==> src/rtl/hc595_ctrl_if.sv <==
// Signal bundle between the dynamic-scan stage and the 74HC595 chain driver.
// The scan stage is the master (drives sel/seg); the controller is the slave.
interface hc595_ctrl_if;
    logic [7:0] sel;
    logic [7:0] seg;
    logic       ds;
    logic       shcp;
    logic       stcp;
    logic       oe_n;
    logic       busy;

    modport master (output sel, output seg, input ds, input shcp, input stcp, input oe_n, input busy);
    modport slave  (input sel, input seg, output ds, output shcp, output stcp, output oe_n, output busy);
endinterface

==> src/rtl/hc595_ctrl.sv <==
// Serialises {seg,sel} MSB first into a 74HC595 chain and latches it with stcp.
// A frame is sent only when the word changes, plus once after every reset.
module hc595_ctrl #(
    parameter int HALF = 2
) (
    input  logic        sys_clk,
    input  logic        sys_rst,
    hc595_ctrl_if.slave bus
);
    typedef enum logic [1:0] {
        IDLE  = 2'd0,
        SHIFT = 2'd1,
        LATCH = 2'd2
    } state_t;

    localparam logic [8:0] PH_HIGH      = 9'(HALF);
    localparam logic [8:0] PH_LAST      = 9'(2 * HALF - 1);
    localparam logic [8:0] PH_LATCH_END = 9'(HALF - 1);

    state_t      r_state,      w_state_nxt;
    logic [3:0]  r_bit_cnt,    w_bit_cnt_nxt;
    logic [8:0]  r_ph,         w_ph_nxt;
    logic [15:0] r_snapshot,   w_snapshot_nxt;
    logic [15:0] r_last_word,  w_last_word_nxt;
    logic        r_first_flag, w_first_flag_nxt;
    logic        r_ds,         w_ds_nxt;
    logic        r_shcp,       w_shcp_nxt;
    logic        r_stcp,       w_stcp_nxt;
    logic        r_oe_n,       w_oe_n_nxt;
    logic        r_busy,       w_busy_nxt;

    logic [15:0] w_word;
    logic        w_start;
    logic        w_bit_end;
    logic        w_last_bit;
    logic        w_latch_end;

    assign w_word      = {bus.seg, bus.sel};
    assign w_start     = (w_word != r_last_word) || r_first_flag;
    assign w_bit_end   = (r_ph == PH_LAST);
    assign w_last_bit  = (r_bit_cnt == 4'd15);
    assign w_latch_end = (r_ph == PH_LATCH_END);

    // NOTE: sequential state uses non-blocking assignments so every register
    // samples the pre-edge values, independent of statement order.
    always_ff @(posedge sys_clk or posedge sys_rst) begin
        if (sys_rst) begin
            r_state      <= IDLE;
            r_bit_cnt    <= 4'd0;
            r_ph         <= 9'd0;
            r_snapshot   <= 16'd0;
            r_last_word  <= 16'd0;
            r_first_flag <= 1'b1;
            r_ds         <= 1'b0;
            r_shcp       <= 1'b0;
            r_stcp       <= 1'b0;
            r_oe_n       <= 1'b1;
            r_busy       <= 1'b0;
        end else begin
            r_state      <= w_state_nxt;
            r_bit_cnt    <= w_bit_cnt_nxt;
            r_ph         <= w_ph_nxt;
            r_snapshot   <= w_snapshot_nxt;
            r_last_word  <= w_last_word_nxt;
            r_first_flag <= w_first_flag_nxt;
            r_ds         <= w_ds_nxt;
            r_shcp       <= w_shcp_nxt;
            r_stcp       <= w_stcp_nxt;
            r_oe_n       <= w_oe_n_nxt;
            r_busy       <= w_busy_nxt;
        end
    end

    always_comb begin
        w_state_nxt = r_state;
        case (r_state)
            IDLE:    if (w_start) w_state_nxt = SHIFT;
            SHIFT:   if (w_bit_end && w_last_bit) w_state_nxt = LATCH;
            LATCH:   if (w_latch_end) w_state_nxt = IDLE;
            default: w_state_nxt = IDLE;
        endcase
    end

    // NOTE: every signal gets a hold default up front, so no branch can leave
    // one unassigned and infer a latch.
    always_comb begin
        w_bit_cnt_nxt    = r_bit_cnt;
        w_ph_nxt         = r_ph;
        w_snapshot_nxt   = r_snapshot;
        w_last_word_nxt  = r_last_word;
        w_first_flag_nxt = r_first_flag;
        w_ds_nxt         = r_ds;
        w_shcp_nxt       = r_shcp;
        w_stcp_nxt       = r_stcp;
        w_oe_n_nxt       = r_oe_n;
        w_busy_nxt       = r_busy;
        case (r_state)
            IDLE: begin
                w_shcp_nxt = 1'b0;
                w_stcp_nxt = 1'b0;
                if (w_start) begin
                    w_snapshot_nxt = w_word;
                    w_bit_cnt_nxt  = 4'd0;
                    w_ph_nxt       = 9'd0;
                    w_ds_nxt       = w_word[15];
                    w_busy_nxt     = 1'b1;
                end
            end
            SHIFT: begin
                if (w_bit_end) begin
                    w_shcp_nxt = 1'b0;
                    w_ph_nxt   = 9'd0;
                    if (!w_last_bit) begin
                        w_bit_cnt_nxt = r_bit_cnt + 4'd1;
                        w_ds_nxt      = r_snapshot[4'd14 - r_bit_cnt];
                    end else begin
                        w_stcp_nxt = 1'b1;
                    end
                end else begin
                    // shcp goes high once the phase counter reaches the second half-period
                    w_ph_nxt   = r_ph + 9'd1;
                    w_shcp_nxt = (r_ph + 9'd1) >= PH_HIGH;
                end
            end
            LATCH: begin
                if (w_latch_end) begin
                    w_stcp_nxt       = 1'b0;
                    w_ph_nxt         = 9'd0;
                    w_last_word_nxt  = r_snapshot;
                    w_first_flag_nxt = 1'b0;
                    w_oe_n_nxt       = 1'b0;
                    w_busy_nxt       = 1'b0;
                end else begin
                    w_ph_nxt = r_ph + 9'd1;
                end
            end
            default: begin
                w_shcp_nxt = 1'b0;
                w_stcp_nxt = 1'b0;
            end
        endcase
    end

    assign bus.ds   = r_ds;
    assign bus.shcp = r_shcp;
    assign bus.stcp = r_stcp;
    assign bus.oe_n = r_oe_n;
    assign bus.busy = r_busy;
endmodule

==> src/flat_wrapper.sv <==
// flat-port wrapper written by rule: the top's interface ports become plain ports
module hc595_ctrl_flat 
#(
    parameter int HALF = 2
)
  (sys_clk, sys_rst, bus_sel, bus_seg, bus_ds, bus_shcp, bus_stcp, bus_oe_n, bus_busy);
  hc595_ctrl_if bus_i ();
  input  logic sys_clk;
  input  logic sys_rst;
  input wire logic [$bits(bus_i.sel)-1:0] bus_sel;
  input wire logic [$bits(bus_i.seg)-1:0] bus_seg;
  output wire logic [$bits(bus_i.ds)-1:0] bus_ds;
  output wire logic [$bits(bus_i.shcp)-1:0] bus_shcp;
  output wire logic [$bits(bus_i.stcp)-1:0] bus_stcp;
  output wire logic [$bits(bus_i.oe_n)-1:0] bus_oe_n;
  output wire logic [$bits(bus_i.busy)-1:0] bus_busy;
  assign bus_i.sel = bus_sel;
  assign bus_i.seg = bus_seg;
  assign bus_ds = bus_i.ds;
  assign bus_shcp = bus_i.shcp;
  assign bus_stcp = bus_i.stcp;
  assign bus_oe_n = bus_i.oe_n;
  assign bus_busy = bus_i.busy;
  hc595_ctrl #(.HALF(HALF)) u_core (.sys_clk(sys_clk), .sys_rst(sys_rst), .bus(bus_i));
endmodule
==> config.mk <==
export PLATFORM = sky130hd
export DESIGN_NAME = hc595_ctrl_flat
export DESIGN_NICKNAME = d
export VERILOG_FILES = /design/src/rtl/hc595_ctrl_if.sv /design/src/rtl/hc595_ctrl.sv /design/src/flat_wrapper.sv
export SDC_FILE = /design/constraint.sdc
export NUM_CORES = 1
export LEC_CHECK = 0
export ABC_AREA = 1
export CAP_MARGIN = 5
export CORE_UTILIZATION = 29
export CTS_CLUSTER_DIAMETER = 80
export CTS_CLUSTER_SIZE = 24
export DETAILED_ROUTE_END_ITERATION = 8
export HOLD_SLACK_MARGIN = 0.15
export SETUP_SLACK_MARGIN = 0.15
export SLEW_MARGIN = 5
export SYNTH_ARGS = -nofsm -noshare
export SYNTH_HDL_FRONTEND = slang
export SYNTH_SLANG_ARGS = --single-unit
==> constraint.sdc <==
create_clock -name sys_clk -period 1.5 [get_ports sys_clk]
set_input_delay 0.15 -clock sys_clk [delete_from_list [all_inputs] [get_ports sys_clk]]
set_output_delay 0.15 -clock sys_clk [all_outputs]
set_load 0.005 [all_outputs]
Word level (Yosys, flattened, before mapping)

Cells that the tools add are included.

Input bits: 18
Logic and storage cells: 66
Register bits after elaboration: 52

Mux-type cells: 26
Eq/ne operators: 12
$add $sub $neg: 3
Reductions and logical operators: 13
$lt $le $gt $ge: 2

Operators by type and width:

| kind                                                                   | count |
|---|---|
| 9-bit 2-to-1 mux                                                       | 3 |
| 9-bit case mux with 3 select lines                                     | 1 |
| 16-bit != test                                                         | 1 |
| 4-bit 2-to-1 mux                                                       | 3 |
| 2-bit by 1-bit != test with 1-bit output (second input constant)       | 5 |
| 9-bit by 1-bit adder with 9-bit output (second input constant)         | 1 |
| 9-bit by 1-bit == test with 1-bit output (second input constant)       | 1 |
| 9-bit by 2-bit == test with 1-bit output (second input constant)       | 1 |
| 9-bit by 2-bit >= comparator with 1-bit output (second input constant) | 1 |
| 1-bit 2-to-1 mux                                                       | 9 |
| 3-bit AND reduction                                                    | 3 |
| 1-bit case mux with 2 select lines                                     | 4 |
| 4-bit case mux with 2 select lines                                     | 1 |
| 2-bit 2-to-1 mux                                                       | 3 |
| 2-bit case mux with 3 select lines                                     | 1 |
| 2-bit AND reduction                                                    | 3 |
| 4-bit by 5-bit < comparator with 1-bit output (second input constant)  | 1 |
| 4-bit by 1-bit adder with 4-bit output (second input constant)         | 1 |
| 1-bit binary-select mux with 4-bit select                              | 1 |
| 4-bit == test (second input constant)                                  | 1 |
| 4-bit AND reduction                                                    | 1 |
| 2-bit nonzero test                                                     | 2 |
| 4-bit subtractor (first input constant)                                | 1 |
| 3-bit nonzero test                                                     | 1 |
| 6 further kinds                                                        | 6 |

Logic depth before layout (Yosys ltp)

Gate-level depths: netlist (run 1).

Depth after elaboration: 6
Gate-level depth with buffers: 12
Depth with buffers taken out: 11

Worst setup path before layout (run 1)

No wires, ideal clock.

Kind: register to register
Start point: register u_core.r_ph[0]
End point: register u_core.r_shcp, in the netlist u_core.bus.shcp
Stages on the path, launching flop included: 10
Arrival: 1.330 ns
Clock period less this slack: 1.446 ns
Data required time: 1.384 ns
Setup slack: 0.054 ns
Cells stage by stage: dfrtp_1 ha_1 nand2_1 nor2_1 nand2_1 o21ai_0 and2_1 nand3_1 nand2_1 nand2_1

Word-level cells in the longest chain between the ends: 4

RTL lines:

| item                                           | RTL line          | source |
|---|---|---|
| start: declaration                             | hc595_ctrl.sv:22  | `logic [8:0] r_ph, w_ph_nxt;` |
| start signal: assignment                       | hc595_ctrl.sv:62  | `r_ph <= w_ph_nxt;` |
| 9-bit by 1-bit adder with 9-bit output         | hc595_ctrl.sv:122 | `w_shcp_nxt = (r_ph + 9'd1) >= PH_HIGH;` |
| 9-bit by 2-bit >= comparator with 1-bit output | hc595_ctrl.sv:122 |  |
| 1-bit 2-to-1 mux (*)                           | hc595_ctrl.sv:110 | `if (w_bit_end) begin` |
| 1-bit case mux with 2 select lines (*)         | hc595_ctrl.sv:97  | `case (r_state)` |
| end signal: assignment                         | hc595_ctrl.sv:67  | `r_shcp <= w_shcp_nxt;` |
| end: declaration                               | hc595_ctrl.sv:27  | `logic r_shcp, w_shcp_nxt;` |

Mark *: on every way between the ends. The rest lies on a longest branch, timed or not.
A chain may end at the register's enable or synchronous reset.

Final worst setup path (run 1)

Start point: register u_core.r_last_word[7]
End point: register u_core.r_ph[7]

Word-level cells in the longest chain between the ends: 4

RTL lines:

| item                                                      | RTL line         | source |
|---|---|---|
| start: declaration                                        | hc595_ctrl.sv:24 | `logic [15:0] r_last_word, w_last_word_nxt;` |
| start signal: assignment                                  | hc595_ctrl.sv:64 | `r_last_word <= w_last_word_nxt;` |
| 16-bit != test                                            | hc595_ctrl.sv:39 | `assign w_start = (w_word != r_last_word) \|\| r_first_flag;` |
| 1-bit logical OR                                          | hc595_ctrl.sv:39 |  |
| 2-bit by 1-bit != test with 1-bit output (no source line) | n/a              |  |
| 2-bit AND reduction (no source line)                      | n/a              |  |

No other way between the ends.

==> flow_summary.ini, run 1 <==
[status]
outcome = complete, but fails checks
failed_checks = setup timing

[clock_network]
numCtsBuffers = 5
cts_root_buffer = sky130_fd_sc_hd__clkbuf_8
clock_tree.buffer_depth = 2
tritoncts_num_sinks = 52
cts.htree.levels = 2
clkSlewWorstSetupHoldPaths_ns = 0.11
cts_tree = done
insertion_delay_ns = 0.32

[setup_path]
regToRegEndpoint = u_core.r_ph[7]
path_max_fanout = 8
worst-endpoint-arrival_ns = 1.83
r2r_cells = 10
ff2ff_setup_slack_ns = -0.13
origin_of_the_critical_flop_to_flop_path = u_core.r_last_word[7]
timing.critical_path.slowest_cell_delay_ns = 0.41
path_common_cell = sky130_fd_sc_hd__nand2_1
setup.worst_path.start_class = flip-flop
timing.critical_path.slowest_stage_cell = sky130_fd_sc_hd__dfrtp_1
worst-setup-path-type = flip-flop to flip-flop
cp_cell_sequence = inv_1 > nand2_1 > nand2_1 > nor2_1 > nand2_1 > nor2_4 > nand4_4 > buf_8 > nand3_2 > nand2_1
worst_setup_path_end_kind = flip-flop
crit_required_ns = 1.70

[synth]
synth_edf_count = 0
yosysUniqueCellTypes = 31
yosysSeqAreaShare_pct = 44.1
yosys_top_cell_area_share_pct = 43.3
syn-num-nets = 423
ys_ff_latch = 52
synth.area.top_cells = sky130_fd_sc_hd__dfrtp_1, sky130_fd_sc_hd__nand2_1, sky130_fd_sc_hd__inv_1, sky130_fd_sc_hd__nand3_1, sky130_fd_sc_hd__o21ai_0
yosys_warnings = 0
synthesis.area_per_instance_um2 = 7.41
postSynthCellCount = 398
post_synth_most_frequent_cells = sky130_fd_sc_hd__nand2_1, sky130_fd_sc_hd__inv_1, sky130_fd_sc_hd__dfrtp_1
asyncSetResetFlopFracSynth_pct = 100
largest_area_contributor_in_the_synthesized_netlist = sky130_fd_sc_hd__dfrtp_1
mappedNetlistArea_mm2 = 0.00295
synthMostInstantiatedCell = sky130_fd_sc_hd__nand2_1
most_used_flip_flop_cell_after_synthesis = sky130_fd_sc_hd__dfrtp_1

[place]
place_congestion = 0.794
postPlaceCellArea_mm2 = 0.00366
post-dp-hpwl_um = 5050
place_inst = 584
dp_worst_setup_slack_ns = -0.397
buffer_ports.inserted = 22

[detailed_routing]
post_drt_wl_per_cell_um = 13.3
drt-pass1-iter-count = 6
detail_route.vias_per_cell = 4.60
drt_iter0_markers = 190
routed-wl-met2_um = 4100
highest_metal_layer_used_by_the_detailed_router = met4
drt-met1-wl_um = 3690
finalWirelength_um = 8210
dr_wl_met3_um = 312
drc = 0
vias = 2836
final_antenna_net_count = 0

[hold_path]
whs_path_depth = 4
worst_hold_class = input pin to flip-flop
hold_path_end = u_core.r_snapshot[15]
holdCritStartpoint = bus_seg[7]

[power_and_ir_drop]
p_total_mw = 6.96
power_leakage_nw = 2.21
switching_power_mw = 2.93
share_seq_of_total_power_pct = 30.9
power_frac_clock_pct = 11.9
worst_ir_drop_vdd_uv = 550
internal_power_mw = 4.03
p_per_area_mw_per_mm2 = 1510
share_comb_of_total_power_pct = 57.1
power.share.switching_pct = 42.1

[final_layout]
syn_to_final_growth_pct = 55.9
design.final.nets = 507
n_antenna_cell = 0
stdcell_count = 616
final_cell_area_mm2 = 0.00460
drive_above_1_share_pct = 38.1

[timing]
slew-limit-headroom_pct = 79.2
setup-violations-final = 51
fin_tns_setup_ns = -4.43
max_freq_mhz = 614
rsz0062_at_grt = true
final_critical_path_setup_slack_ns = -0.128
slew_violations = 0
final_count_of_hold_timing_violations = 0
finClkSkew_ns = 0.0142
finalCriticalPeriod_ns = 1.63
layout_worst_path_cycle_share_pct = 109
worst_pin_slew_ns = 0.309

[floorplan]
core_area_mm2 = 0.00982
y_dimension_of_the_die_um = 103
die_w_um = 103
io_pins = 23
core.rowCount = 36
dieArea_mm2 = 0.0106
initial_utilization_pct = 30.0

[global_routing]
grt_pass1_vias = 2729
global_route.overflow_total = 0
grt_start_max_net_pins = 25
grt_first_pass_wirelength_um = 12800
antenna_found_initial = 0
grt_use_total_pct = 15.7

[flow_run]
timing.max_cap.violations = 0
sequential cells by signal, summed over array words and instances (netlist names):
name and cells:
u_core.bus.busy 1, u_core.r_ph 9, u_core.r_state 2, u_core.r_bit_cnt 4
u_core.bus.stcp 1, u_core.r_snapshot 16, u_core.bus.oe_n 1, u_core.bus.shcp 1
u_core.bus.ds 1, u_core.r_last_word 16
layout by cell type, fill, tap and decap left out, types with 2 or more instances in the layout:
| master | synthesis | final |
|---|---|---|
| sky130_fd_sc_hd__xnor2_1 | 8 | 5 |
| sky130_fd_sc_hd__nand2_1 | 141 | 101 |
| sky130_fd_sc_hd__nor2_4 | 0 | 7 |
| sky130_fd_sc_hd__xor2_1 | 3 | 2 |
| sky130_fd_sc_hd__dfrtp_1 | 51 | 50 |
| sky130_fd_sc_hd__a21oi_1 | 2 | 2 |
| sky130_fd_sc_hd__clkbuf_16 | 0 | 2 |
| sky130_fd_sc_hd__o21ai_2 | 6 | 27 |
| sky130_fd_sc_hd__nand2_4 | 0 | 19 |
| sky130_fd_sc_hd__nor2_1 | 25 | 18 |
| sky130_fd_sc_hd__buf_4 | 1 | 39 |
| sky130_fd_sc_hd__clkdlybuf4s50_1 | 0 | 16 |
| sky130_fd_sc_hd__buf_16 | 0 | 5 |
| sky130_fd_sc_hd__ha_4 | 0 | 3 |
| sky130_fd_sc_hd__nor3_1 | 2 | 2 |
| sky130_fd_sc_hd__buf_6 | 2 | 11 |
| sky130_fd_sc_hd__nand2_2 | 4 | 24 |
| sky130_fd_sc_hd__nor2_2 | 3 | 3 |
| sky130_fd_sc_hd__nand3_2 | 1 | 13 |
| sky130_fd_sc_hd__dlygate4sd2_1 | 0 | 6 |
| sky130_fd_sc_hd__nand3_1 | 32 | 19 |
| sky130_fd_sc_hd__o21ai_0 | 29 | 2 |
| sky130_fd_sc_hd__ha_1 | 7 | 2 |
| sky130_fd_sc_hd__xnor2_2 | 0 | 3 |
| sky130_fd_sc_hd__ha_2 | 0 | 2 |
| sky130_fd_sc_hd__nand4_1 | 6 | 6 |
| sky130_fd_sc_hd__o21ai_1 | 0 | 6 |
| sky130_fd_sc_hd__clkinvlp_4 | 0 | 2 |
| sky130_fd_sc_hd__buf_12 | 0 | 5 |
| sky130_fd_sc_hd__clkbuf_8 | 0 | 5 |
| sky130_fd_sc_hd__o211ai_1 | 2 | 2 |
| sky130_fd_sc_hd__inv_1 | 56 | 55 |
power by group through the flow:
stage	Combinational [mW]	Sequential (mW)	Clock, mW
floorplan	1.76	2.03	0
global placement	2.50	2.08	0
detailed placement	2.55	2.09	0
CTS	3.32	2.09	0.852
global route	4.33	2.19	0.913
finish	3.98	2.15	0.829
worst max-delay path, delay by kind of cell, from the launching register on:
family | cells | cell delay (ns)
buf+inv | 2 | 0.28
simple gates | 8 | 0.83
flops | 1 | 0.41
through the flow:
| step | utilization [%] | hold WS (ns) |
|---|---|---|
| after floorplan | - | 0.205 |
| after global placement | 37.3 | 0.463 |
| after detailed placement | 37.3 | 0.466 |
| after CTS | 43.2 | 0.355 |
| after global routing | 46.9 | 0.384 |
| final | 46.9 | 0.351 |
worst max-delay path by stage:
stage / endpoint / from / cells after the start
floorplan: u_core.r_state[1] / u_core.r_ph[4] / 10
global placement: u_core.r_ph[3] / bus_seg[7] / 9
detailed placement: u_core.r_ph[7] / bus_seg[7] / 9
CTS: u_core.r_state[0] / u_core.r_ph[1] / 11
global route: u_core.r_snapshot[5] / u_core.r_last_word[5] / 12
finish: u_core.r_ph[7] / u_core.r_last_word[7] / 10
routing by layer:
| layer | up-vias | global-route usage (%) |
|---|---|---|
| met5 | - | 0 |
| met4 | 0 | 5.09 |
| met3 | 9 | 1.63 |
| met2 | 64 | 26.7 |
| met1 | 1350 | 20.9 |
| li1 | 1413 | - |
cell type report:
class,count,area [um^2]
fill,923,5220
multi-input combinational,279,1870
sequential,52,1300
timing repair buffer,86,942
inverter,58,229
tap,133,166
clock buffer,5,68.8
clock inverter,3,21.3
repair_timing:
| item | CTS | global route |
|---|---|---|
| setup endpoints to repair | 57 | 52 |
| gates cloned | 5 | 2 |
| hold endpoints to repair | 9 | 0 |
| gates resized for setup | 98 | 72 |
| hold buffers | 1 | 0 |
| pin swaps | 18 | 28 |
| setup buffers | 13 | 3 |
logic make-up after synthesis:
group | Yosys count | share of synthesized area [%]
compound gates | 41 | 8.52
xor+xnor | 11 | 3.27
fa+ha+maj | 7 | 2.97
buf+inv | 67 | 9.29
flops | 52 | 44.1
simple gates | 220 | 31.8
Power figures use the tool's default switching activity.
==> run 2, diff against run 1 <==
--- a/config.mk
+++ b/config.mk
@@ -12,6 +12,7 @@
 export CTS_CLUSTER_SIZE = 24
 export DETAILED_ROUTE_END_ITERATION = 8
 export HOLD_SLACK_MARGIN = 0.15
+export PLACE_DENSITY = 0.49
 export SETUP_SLACK_MARGIN = 0.15
 export SLEW_MARGIN = 5
 export SYNTH_ARGS = -nofsm -noshare
==> flow_summary.ini, run 2 (same netlist as run 1, synthesis figures left out) <==
[detailed_routing]
drt_iter0_markers = 129
post_drt_wl_per_cell_um = 12.1
vias = 2728
drc = 0
finalWirelength_um = 7480
final_antenna_net_count = 0
drt-pass1-iter-count = 5
detail_route.vias_per_cell = 4.41

[flow_run]
timing.max_cap.violations = 0

[global_routing]
grt_pass1_vias = 2545
grtUsageMet2_pct = 22.5
grt_most_used_layer = met1
antenna_found_initial = 0
grt_start_max_net_pins = 53
grtUsageMet1_pct = 22.6
grt_use_total_pct = 14.9
globalRouteMet3Util_pct = 1.97
global_route.overflow_total = 0
grt_first_pass_wirelength_um = 12300

[floorplan]
core_area_mm2 = 0.00982
core.rowCount = 36
io_pins = 23
dieArea_mm2 = 0.0106
initial_utilization_pct = 30.0
die_w_um = 103
y_dimension_of_the_die_um = 103

[setup_path]
worst-setup-path-type = flip-flop to flip-flop
r2r_cells = 10
timing.critical_path.slowest_stage_cell = sky130_fd_sc_hd__dfrtp_1
path_common_cell = sky130_fd_sc_hd__nand2_1
worst-endpoint-arrival_ns = 1.79
ff2ff_setup_slack_ns = -0.1
origin_of_the_critical_flop_to_flop_path = u_core.r_last_word[5]
crit_required_ns = 1.70
worst_setup_path_end_kind = flip-flop
setup.worst_path.start_class = flip-flop
worst_setup_path_endpoint = u_core.bus.busy
worst_setup_path_startpoint = u_core.r_last_word[5]
cp_cell_sequence = nand2_1 > nand2_1 > nor2_1 > nand2_1 > nor2_4 > nand3_2 > nand2_4 > buf_6 > or2_4 > nand2_2
path_max_fanout = 7
timing.critical_path.slowest_cell_delay_ns = 0.41
regToRegEndpoint = u_core.bus.busy

[place]
dp_worst_setup_slack_ns = -0.404
place_congestion = 0.806
buffer_ports.inserted = 22
place_inst = 590
post-dp-hpwl_um = 4980

[timing]
max_freq_mhz = 627
setup-violations-final = 34
rsz0062_at_grt = true
finClkSkew_ns = 0.0216
fin_tns_setup_ns = -1.86
layout_worst_path_cycle_share_pct = 106
slew-limit-headroom_pct = 79.6
finalCriticalPeriod_ns = 1.60
final_critical_path_setup_slack_ns = -0.0955
worst_pin_slew_ns = 0.304
final_count_of_hold_timing_violations = 0
slew_violations = 0

[clock_network]
cts_tree = done
numCtsBuffers = 5
tritoncts_num_sinks = 52
clkSlewWorstSetupHoldPaths_ns = 0.11
post_cts_hold_buffer_count = 0
insertion_delay_ns = 0.32
cts_root_buffer = sky130_fd_sc_hd__clkbuf_8
cts.htree.levels = 2
clock_tree.buffer_depth = 2

[final_layout]
seq_area_mm2 = 0.00130
layout.cells.most_common_list = sky130_fd_sc_hd__nand2_1, sky130_fd_sc_hd__inv_1, sky130_fd_sc_hd__buf_4, sky130_fd_sc_hd__dfrtp_1, sky130_fd_sc_hd__nand2_2
design.final.nets = 510
stdcell_count = 619
biggestRegsByFlops = u_core.r_last_word: 16 flops, u_core.r_snapshot: 16 flops, u_core.r_ph: 9 flops
drive_above_1_share_pct = 36.4
syn_to_final_growth_pct = 49.8
multi_input_area_mm2 = 0.00175
layout.cells.most_common = sky130_fd_sc_hd__nand2_1
nFillCells = 1023
n_antenna_cell = 0

[status]
failed_checks = setup timing
outcome = complete, but fails checks

[power_and_ir_drop]
p_per_area_mw_per_mm2 = 1430
worst_ir_drop_vdd_uv = 645
power_leakage_nw = 2.14
p_total_mw = 6.33

[hold_path]
worst_hold_class = input pin to asynchronous set/reset pin
[run 2: power breakdown]
part | internal (mW) | switching, mW | leakage (nW) | total, mW
Clock | 0.333 | 0.495 | 0.0445 | 0.828
Sequential | 1.81 | 0.287 | 0.678 | 2.09
Combinational | 1.54 | 1.86 | 1.41 | 3.41
Total | 3.68 | 2.65 | 2.14 | 6.33
[run 2: worst min path at each step]
stage | depth (start not counted) | slack, ns | end | from
CTS | 3 | 0.25 | u_core.r_snapshot[1] | sys_rst
detailed placement | 2 | 0.47 | u_core.r_ph[8] | u_core.r_ph[8]
finish | 3 | 0.24 | u_core.r_last_word[0] | sys_rst
global route | 3 | 0.28 | u_core.r_snapshot[1] | sys_rst
global placement | 2 | 0.46 | u_core.r_ph[8] | u_core.r_ph[8]
floorplan | 1 | 0.20 | u_core.bus.busy | sys_rst
[run 2: timing repair]
| item | in CTS | in global routing |
|---|---|---|
| cloned | 4 | 2 |
| pin swaps | 17 | 20 |
| resized for setup | 76 | 67 |
| setup endpoints to repair | 54 | 56 |
| hold endpoints to repair | 0 | 0 |
| setup buffers | 7 | 8 |
[run 2: per-stage QoR]
stage                     hold slack (ns)  cell area (um^2)  util [%]
after floorplan                     0.205              2990         -
after global placement              0.465              3680      37.5
after detailed placement            0.472              3680      37.5
after CTS                           0.249              4120      41.9
after global routing                0.277              4420      45.0
final                               0.240              4420      45.0
[run 2: area by class of cell]
class                           instances  share of cell area (%)
Multi-Input combinational cell        279                    39.6
Timing Repair Buffer                   89                    19.8
Tap cell                              133                    3.77
Clock inverter                          3                   0.481
Sequential cell                        52                    29.5
Inverter                               58                    5.27
Clock buffer                            5                    1.56
[run 2: routing by layer]
metal	wire [um]	vias up
met5	0	-
met4	62	0
met3	204	5
met2	3390	35
met1	3830	1274
li1	-	1414
[run 2: worst max-delay path: cells and delay by family, from the launching register on]
family / cells / cell delay (ns)
buffers and inverters: 1 / 0.11
DFF: 1 / 0.41
and+or+nand+nor: 9 / 0.94
==> run 3, diff against run 2 <==
--- a/config.mk
+++ b/config.mk
@@ -11,8 +11,9 @@
 export CTS_CLUSTER_DIAMETER = 80
 export CTS_CLUSTER_SIZE = 24
 export DETAILED_ROUTE_END_ITERATION = 8
+export DONT_BUFFER_PORTS = 1
 export HOLD_SLACK_MARGIN = 0.15
-export PLACE_DENSITY = 0.49
+export PLACE_DENSITY = 0.46
 export SETUP_SLACK_MARGIN = 0.15
 export SLEW_MARGIN = 5
 export SYNTH_ARGS = -nofsm -noshare
==> constraint.sdc (replaced) <==
create_clock -name sys_clk -period 1.5 [get_ports sys_clk]
set_input_delay 0.3 -clock sys_clk [delete_from_list [all_inputs] [get_ports sys_clk]]
set_output_delay 0.3 -clock sys_clk [all_outputs]
set_load 0.005 [all_outputs]
==> flow_summary.ini, run 3 (same netlist as run 1, synthesis figures left out) <==
[status]
outcome = complete, but fails checks
failed_checks = setup timing

[global_routing]
grt_start_max_net_pins = 20
global_route.overflow_total = 0
grt_use_total_pct = 15.8
grt_first_pass_wirelength_um = 12900
grt_pass1_vias = 2571
antenna_found_initial = 0

[timing]
worst_pin_slew_ns = 0.506
rsz0062_at_grt = true
final_count_of_hold_timing_violations = 0
slew_violations = 0
layout_worst_path_cycle_share_pct = 106
whs_ns = 0.169
max_freq_mhz = 627
finalCriticalPeriod_ns = 1.60
finClkSkew_ns = 0.0120
setup-violations-final = 31
slew-limit-headroom_pct = 66.2
final_critical_path_setup_slack_ns = -0.0953
fin_tns_setup_ns = -1.53

[setup_path]
cp_cell_sequence = inv_1 > nand2_1 > nand2_1 > nor2_2 > nand2_2 > nor2_4 > nand3_4 > nand2_8 > buf_6 > or2_4 > nand2_1
regToRegEndpoint = u_core.bus.busy
timing.critical_path.slowest_cell_delay_ns = 0.38
crit_required_ns = 1.70
origin_of_the_critical_flop_to_flop_path = u_core.r_last_word[5]
timing.critical_path.slowest_stage_cell = sky130_fd_sc_hd__dfrtp_1
path_max_fanout = 5
worst_setup_path_end_kind = flip-flop
path_common_cell = sky130_fd_sc_hd__nand2_1
setup.worst_path.start_class = flip-flop
r2r_cells = 11
worst-setup-path-type = flip-flop to flip-flop
ff2ff_setup_slack_ns = -0.1
worst-endpoint-arrival_ns = 1.80

[clock_network]
clkSlewWorstSetupHoldPaths_ns = 0.10
cts_tree = done
cts_root_buffer = sky130_fd_sc_hd__clkbuf_8
tritoncts_num_sinks = 52
numCtsBuffers = 5
clock_tree.buffer_depth = 2
cts.htree.levels = 2
insertion_delay_ns = 0.31

[detailed_routing]
vias = 2703
drc = 0
finalWirelength_um = 7920
drt_iter0_markers = 94
drt-pass1-iter-count = 4
detail_route.vias_per_cell = 4.48
final_antenna_net_count = 0
post_drt_wl_per_cell_um = 13.1

[final_layout]
syn_to_final_growth_pct = 47.0
layout.cells.most_common = sky130_fd_sc_hd__nand2_1
n_antenna_cell = 0
drive_above_1_share_pct = 38.3
layout.cells.most_common_list = sky130_fd_sc_hd__nand2_1, sky130_fd_sc_hd__inv_1, sky130_fd_sc_hd__dfrtp_1
design.final.nets = 494
biggestRegsByFlops = u_core.r_last_word: 16 flops, u_core.r_snapshot: 16 flops, u_core.r_ph: 9 flops

[hold_path]
whs_path_depth = 2
holdCritStartpoint = bus_seg[1]
hold_path_end = u_core.r_snapshot[9]
worst_hold_class = input pin to flip-flop

[floorplan]
die_w_um = 103
io_pins = 23
initial_utilization_pct = 30.0
y_dimension_of_the_die_um = 103
core.rowCount = 36
dieArea_mm2 = 0.0106
core_area_mm2 = 0.00982

[place]
dp_worst_setup_slack_ns = -0.103
post-dp-hpwl_um = 5290
place_congestion = 0.806
buffer_ports.inserted = 0

[power_and_ir_drop]
p_per_area_mw_per_mm2 = 1460
power_leakage_nw = 2.08
worst_ir_drop_vdd_uv = 592

[flow_run]
timing.max_cap.violations = 0
## run 3: worst max-delay path by stage
stage | startpoint | to | slack, ns
final | u_core.r_last_word[5] | u_core.bus.busy | -0.1
after global placement | u_core.r_ph[6] | u_core.r_ph[8] | -0.10
after CTS | u_core.r_last_word[1] | u_core.r_ph[7] | -0.04
after global routing | u_core.r_last_word[5] | u_core.bus.ds | -0.20
after floorplan | u_core.r_ph[4] | u_core.r_state[1] | 0.09
after detailed placement | u_core.r_last_word[5] | u_core.r_snapshot[8] | -0.10
## run 3: metrics by stage
| step | instance area [um^2] | power (mW) | std cells | util [%] |
|---|---|---|---|---|
| floorplan | 3000 | 3.81 | 398 | - |
| global placement | 3470 | 4.52 | 567 | 35.4 |
| detailed placement | 3470 | 4.53 | 567 | 35.4 |
| CTS | 3990 | 5.87 | 596 | 40.6 |
| global route | 4340 | 6.90 | 603 | 44.2 |
| finish | 4340 | 6.35 | 603 | 44.2 |
## run 3: critical path: cells and delay by family (launching register included)
family / cells / cell delay, ns
buffers and inverters: 2 / 0.19
flip-flops: 1 / 0.38
AND/OR/NAND/NOR: 9 / 0.92
## run 3: area by class of cell
type	count	area, um^2
clock buffers	6	82.6
clock inverters	2	13.8
fillers	997	5480
inverters	58	229
multi-input cells	279	1800
flip-flops and latches	52	1310
well taps	133	166
repair buffers	73	743
## run 3: metal layers
layer	global-route usage, %	part of all wire [%]	vias to the layer above
met4	3.47	0.82	0
met1	22.5	49	1269
met2	24.8	47	44
met5	0	0	-
li1	-	-	1386
met3	3.19	3.6	4
## run 3: power breakdown
group | total [mW] | internal (mW) | switching [mW]
sequential | 2.15 | 1.81 | 0.335
clock | 0.860 | 0.379 | 0.482
combinational | 3.34 | 1.48 | 1.86
## run 3: repair_timing
item / 4_1_cts / 5_1_grt
pin swaps: 25 / 21
hold buffers: 9 / 1
setup buffers: 7 / 4
cloned: 5 / 2
resized for setup: 71 / 79
endpoints found under the setup margin: 52 / 52
hold endpoints to repair: 23 / 1
